===== config.mk =====
export PLATFORM = sky130hd
export DESIGN_NAME = pipeline_stall_controller
export DESIGN_NICKNAME = d
export VERILOG_FILES = /design/src/rtl/pipeline_stall_controller_pkg.sv /design/src/rtl/pipeline_stall_controller_sat_counter.sv /design/src/rtl/pipeline_stall_controller.sv
export SDC_FILE = /design/constraint.sdc
export NUM_CORES = 1
export LEC_CHECK = 0
export CORE_MARGIN = 2
export CORE_UTILIZATION = 45
export DETAILED_ROUTE_END_ITERATION = 10
export DONT_BUFFER_PORTS = 1
export GPL_TIMING_DRIVEN = 0
export PLACE_DENSITY_LB_ADDON = 0.1
export SLEW_MARGIN = 20
export SYNTH_ARGS = -nofsm -noshare
export SYNTH_HDL_FRONTEND = slang
export SYNTH_SLANG_ARGS = --single-unit

===== constraint.sdc =====
create_clock -name clk -period 1.5 [get_ports clk]
set_input_delay 0.375 -clock clk [delete_from_list [all_inputs] [get_ports clk]]
set_output_delay 0.375 -clock clk [all_outputs]
set_load 0.05 [all_outputs]

===== src/rtl/pipeline_stall_controller_pkg.sv =====
// Shared types and default constants for the pipeline stall controller.
package pipeline_stall_controller_pkg;

  // Controller FSM: normal flow or waiting on the SRAM controller
  typedef enum logic {
    ST_RUN      = 1'b0,
    ST_MEM_WAIT = 1'b1
  } stall_state_t;

  localparam int DEF_MEM_TIMEOUT      = 64;
  localparam int DEF_MAX_HAZARD_STALL = 2;
  localparam int DEF_STAT_W           = 32;

  // Bits needed to hold values 0..max
  function automatic int cnt_w(input int max);
    return (max < 1) ? 1 : $clog2(max + 1);
  endfunction

endpackage


===== src/rtl/pipeline_stall_controller_sat_counter.sv =====
// Saturating up-counter with synchronous clear, used for the stall watchdogs.
import pipeline_stall_controller_pkg::*;

module sat_counter #(
  parameter int WIDTH = 8,
  parameter int MAX   = 255
) (
  input  logic             clk,
  input  logic             rst,
  input  logic             inc,
  input  logic             clr,
  output logic [WIDTH-1:0] count,
  output logic             at_max
);

  localparam logic [WIDTH-1:0] MAX_V = WIDTH'(MAX);

  assign at_max = (count == MAX_V);

  // Count up on inc, stick at MAX, clear wins over inc
  always_ff @(posedge clk) begin
    if (rst || clr)          count <= '0;
    else if (inc && !at_max) count <= count + 1'b1;
  end

endmodule


===== src/rtl/pipeline_stall_controller.sv =====
// Stall/flush arbitration for a 5-stage pipeline.
// Priority: memory wait > taken-branch flush > data-hazard bubble.
// Optional statistics counters are built when STALL_STATS_EN is defined;
// otherwise stall_cycles/flush_events are tied to zero.
import pipeline_stall_controller_pkg::*;

module pipeline_stall_controller #(
  parameter int MEM_TIMEOUT      = DEF_MEM_TIMEOUT,
  parameter int MAX_HAZARD_STALL = DEF_MAX_HAZARD_STALL,
  parameter int STAT_W           = DEF_STAT_W
) (
  input  logic              clk,
  input  logic              rst,
  input  logic              hazard,
  input  logic              branch_taken,
  input  logic              mem_req,
  input  logic              mem_ready,
  output logic              freeze_pc,
  output logic              freeze_if_id,
  output logic              freeze_id_exe,
  output logic              freeze_exe_mem,
  output logic              flush_if_id,
  output logic              flush_id_exe,
  output logic              mem_timeout_err,
  output logic              hazard_err,
  output logic [STAT_W-1:0] stall_cycles,
  output logic [STAT_W-1:0] flush_events
);

  localparam int MEM_W = cnt_w(MEM_TIMEOUT);
  localparam int HAZ_MAX = MAX_HAZARD_STALL + 1;
  localparam int HAZ_W = cnt_w(HAZ_MAX);

  stall_state_t state, state_next;
  logic             mem_stall;
  logic             mem_inc, mem_clr, mem_at_max, mem_hit;
  logic             haz_inc, haz_clr, haz_at_max, haz_hit;
  logic [MEM_W-1:0] mem_cnt;
  logic [HAZ_W-1:0] haz_cnt;

  // An access still in flight; mem_ready alone (no request) means nothing
  assign mem_stall = mem_req && !mem_ready;

  // State register
  always_ff @(posedge clk) begin
    if (rst) state <= ST_RUN;
    else     state <= state_next;
  end

  // Next state and same-cycle freeze/flush arbitration
  always_comb begin
    state_next     = state;
    freeze_pc      = 1'b0;
    freeze_if_id   = 1'b0;
    freeze_id_exe  = 1'b0;
    freeze_exe_mem = 1'b0;
    flush_if_id    = 1'b0;
    flush_id_exe   = 1'b0;
    haz_inc        = 1'b0;
    case (state)
      ST_RUN:      if (mem_stall)  state_next = ST_MEM_WAIT;
      ST_MEM_WAIT: if (!mem_stall) state_next = ST_RUN;
      default:     state_next = ST_RUN;
    endcase
    if (!rst) begin
      if (mem_stall) begin
        // Whole front end holds; branch/hazard stay latched in the frozen stages
        freeze_pc      = 1'b1;
        freeze_if_id   = 1'b1;
        freeze_id_exe  = 1'b1;
        freeze_exe_mem = 1'b1;
      end else if (branch_taken) begin
        // Wrong-path instrs squashed; any dependent hazard goes with them
        flush_if_id  = 1'b1;
        flush_id_exe = 1'b1;
      end else if (hazard) begin
        // Hold fetch/decode and push a bubble into EXE
        freeze_pc    = 1'b1;
        freeze_if_id = 1'b1;
        flush_id_exe = 1'b1;
        haz_inc      = 1'b1;
      end
    end
  end

  // Mem watchdog: counts not-ready cycles spent in MEM_WAIT
  assign mem_inc = (state == ST_MEM_WAIT) && mem_stall;
  assign mem_clr = !mem_inc;
  assign mem_hit = mem_inc && (int'(mem_cnt) == MEM_TIMEOUT - 1);

  // Hazard watchdog: a mem stall neither advances nor clears the run
  assign haz_clr = !mem_stall && !haz_inc;
  assign haz_hit = haz_inc && (int'(haz_cnt) == MAX_HAZARD_STALL);

  sat_counter #(.WIDTH(MEM_W), .MAX(MEM_TIMEOUT)) u_mem_cnt (
    .clk(clk), .rst(rst), .inc(mem_inc), .clr(mem_clr),
    .count(mem_cnt), .at_max(mem_at_max)
  );

  sat_counter #(.WIDTH(HAZ_W), .MAX(HAZ_MAX)) u_haz_cnt (
    .clk(clk), .rst(rst), .inc(haz_inc), .clr(haz_clr),
    .count(haz_cnt), .at_max(haz_at_max)
  );

  // Sticky error flags, set on the edge the watchdog limit is reached
  always_ff @(posedge clk) begin
    if (rst) begin
      mem_timeout_err <= 1'b0;
      hazard_err      <= 1'b0;
    end else begin
      mem_timeout_err <= mem_timeout_err | mem_hit | mem_at_max;
      hazard_err      <= hazard_err | haz_hit | haz_at_max;
    end
  end

`ifdef STALL_STATS_EN
  // Free-running wrap-around statistics
  always_ff @(posedge clk) begin
    if (rst) begin
      stall_cycles <= '0;
      flush_events <= '0;
    end else begin
      if (freeze_pc)   stall_cycles <= stall_cycles + 1'b1;
      if (flush_if_id) flush_events <= flush_events + 1'b1;
    end
  end
`else
  assign stall_cycles = '0;
  assign flush_events = '0;
`endif

endmodule

==> qor.yml <==
place:
  dp_slack_ns: -0.285
  dp_hpwl_um: 1650
  numPortBuffers: 0
  place_congestion: 0.669
finish:
  antennaDiodeCount: 0
  n_fill_cell: 201
  drive_above_1_share_pct: 39.8
  area_growth_pct: 35.2
  finish.net_count: 218
timing:
  relSlewSlack_pct: 44.5
  hold_viol_final: 0
  worst_slack_ns: -0.195
  finalMaxSlewViolations: 0
  min_period_ns: 1.69
  maxClockFrequency_mhz: 590
  finalCritPeriodShare_pct: 113
  worstMarginPinSlew_ns: 0.829
  skew_ns: 0.00242
  rsz0062_at_grt: "yes"
  finalSetupViolations: 4
  tns_ns: -0.514
  holdWs_ns: 0.247
setup_path:
  slowest_delay_ns: 0.56
  crit_slowest_cell: "nor3b_4"
  critical-path-top-delay-family: "simple AND/OR/NAND/NOR gates"
  path_cells: "clkbuf_16 -> nor3b_4 -> buf_6"
  crit_required_ns: 1.12
  path_max_fanout: 5
  crit_buf_inv: 2
  startpoint_type: "primary input"
  end_kind: "output port"
  path_class: "in2out"
  arrival_ns: 1.32
global_routing:
  antenna_found_initial: 0
  grt_util_all_layers_pct: 12.0
  grt_pass1_wl_um: 2530
  overflow: 0
  grt_max_degree: 8
  first_global_vias: 639
job:
  drv_cap: 0
route:
  vias: 871
  wl_um: 1860
  wl_met3_um: 189
  avgRoutedWirePerCell_um: 7.95
  antenna_left: 0
  post-route-drc-count: 0
  vias_per_cell: 3.72
  wl_met2_um: 1050
  drt-pass1-iter-count: 4
  top_layer: "met4"
  wl_met1_um: 612
  drt_iter0_drc: 14
synth:
  synth_edf_count: 0
  ys_seq_elements: 12
  syn_area_per_cell_um2: 7.98
  synth_cell_types: 24
  yosysSeqAreaShare_pct: 21.8
  syn_inst: 138
  ys.flop_type: "dfxtp_1"
  yosysWarnings: 0
  synthArstFlopShare_pct: 0
  syn_area_um2: 1100
clocking:
  ctsLongestPathBuffers: 2
  cts_tree: "yes"
  clkLatencyLatePin_ns: 0.27
  path_clk_slew_ns: 0.07
  clock_sinks: 12
  htree_levels: 1
  cts_made_buffers: 3
  root_buffer: "clkbuf_4"
power_and_ir_drop:
  ir_worst_vdd_mv: 0.561
  p_leak_nw: 0.824
  power_density_nw_per_um2: 732
  total_power_mw: 1.09
floorplan:
  die_area_um2: 2860
  start_util_pct: 48.8
  ios: 78
  die_w_um: 53.5
  core_area_um2: 2250
  die_height_um: 53.5
  rows: 17
run_status:
  violations: "negative setup slack"
  outcome: "finished with violations"
min_path:
  min_path_type: "in2reg"
[final cells by class]
type	count	area, um^2	area share, %
multi-input combinational	118	631	42.4
buffer	67	528	35.5
sequential	12	243	16.3
tap	28	35.0	2.35
clock buffer	3	22.5	1.51
timing repair buffer	2	15.0	1.01
inverter	4	15.0	1.01
[per-stage QoR]
step / utilization, % / std cells / instance area (um^2)
floorplan: - / 201 / 1410
global placement: 64.3 / 229 / 1450
detailed placement: 64.3 / 229 / 1450
CTS: 65.9 / 234 / 1490
global route: 66.0 / 234 / 1490
finish: 66.0 / 234 / 1490
[registers in the layout, summed over array words and instances (netlist names)]
register         flops
u_haz_cnt.count      2
hazard_err           1
u_mem_cnt.count      7
mem_timeout_err      1
state                1
[synth_stat cells (all sizes together) (2+ instances only)]
cell type,n,area share [%]
buf,66,45
dfxtp,12,22
a21oi,8,3.6
nand2,5,1.7
o21ai,5,2.3
ha,4,4.5
inv,4,1.4
nor2,4,1.4
or4,4,3.1
nand2b,3,1.7
nand3,3,1.4
nor3,3,1.4
or3,3,1.7
a31oi,2,1.1
nor2b,2,1.1
nor3b,2,1.4
xor2,2,1.6
[logic make-up (layout without fill, tap and decap cells)]
| kind of cell | Yosys count | count (layout) | synth area share, % |
|---|---|---|---|
| compound gates | 17 | 17 | 8.86 |
| xor+xnor | 2 | 2 | 1.59 |
| fa+ha+maj | 4 | 4 | 4.55 |
| buf+inv | 71 | 76 | 46.7 |
| flops | 12 | 12 | 21.8 |
| other cells | 1 | 64 | 0.341 |
| simple gates | 31 | 31 | 16.1 |
[worst reg2reg max path, stage by stage, from the launching register on]
cell	delay, ns
dfxtp_1	0.37
or4_4	0.56
or3_1	0.33
a21oi_1	0.13
[final timing paths]
path	from	to	slack (ns)	cells after the start
max	rst	freeze_id_exe	-0.19	3
min	mem_ready	state$_DFF_P_	0.25	1
max reg2reg	u_mem_cnt.count[2]$_SDFFE_PP0P_	u_mem_cnt.count[1]$_SDFFE_PP0P_	0.05	3
min reg2reg	u_haz_cnt.count[0]$_SDFFE_PP0P_	u_haz_cnt.count[0]$_SDFFE_PP0P_	0.50	2
[routing by layer]
layer,track usage (%),vias up
met5,0,-
met4,4.27,0
met3,4.24,3
met2,23.3,41
met1,11.4,354
li1,-,473
[power breakdown]
group | total, mW | leakage (nW) | internal (mW) | switching, mW
logic | 0.567 | 0.712 | 0.145 | 0.422
clock network | 0.198 | 0.0138 | 0.0930 | 0.105
registers | 0.324 | 0.0979 | 0.322 | 0.00263
[repair_timing]
item / CTS / global route
gates resized for setup: 0 / 2
setup buffers: 2 / 0
gates cloned: 0 / 0
setup endpoints to repair: 5 / 7
hold buffers: 0 / 0
pin swaps: 1 / 0
[cells in the final DEF (no fill, tap or decap), types with 2 or more instances in the layout]
master | Yosys | routed
a21oi_1 | 8 | 7
a31oi_1 | 2 | 2
buf_4 | 66 | 66
buf_6 | 0 | 2
clkbuf_4 | 0 | 3
conb_1 | 1 | 64
dfxtp_1 | 12 | 10
dfxtp_2 | 0 | 2
ha_1 | 4 | 4
inv_1 | 4 | 4
nand2_1 | 5 | 5
nand2b_4 | 0 | 2
nand3_1 | 3 | 3
nor2_1 | 4 | 4
nor2b_1 | 2 | 2
nor3_1 | 3 | 2
o21ai_0 | 5 | 5
or3_1 | 3 | 3
or4_1 | 3 | 3
xor2_1 | 2 | 2
Power figures use the tool's default switching activity.
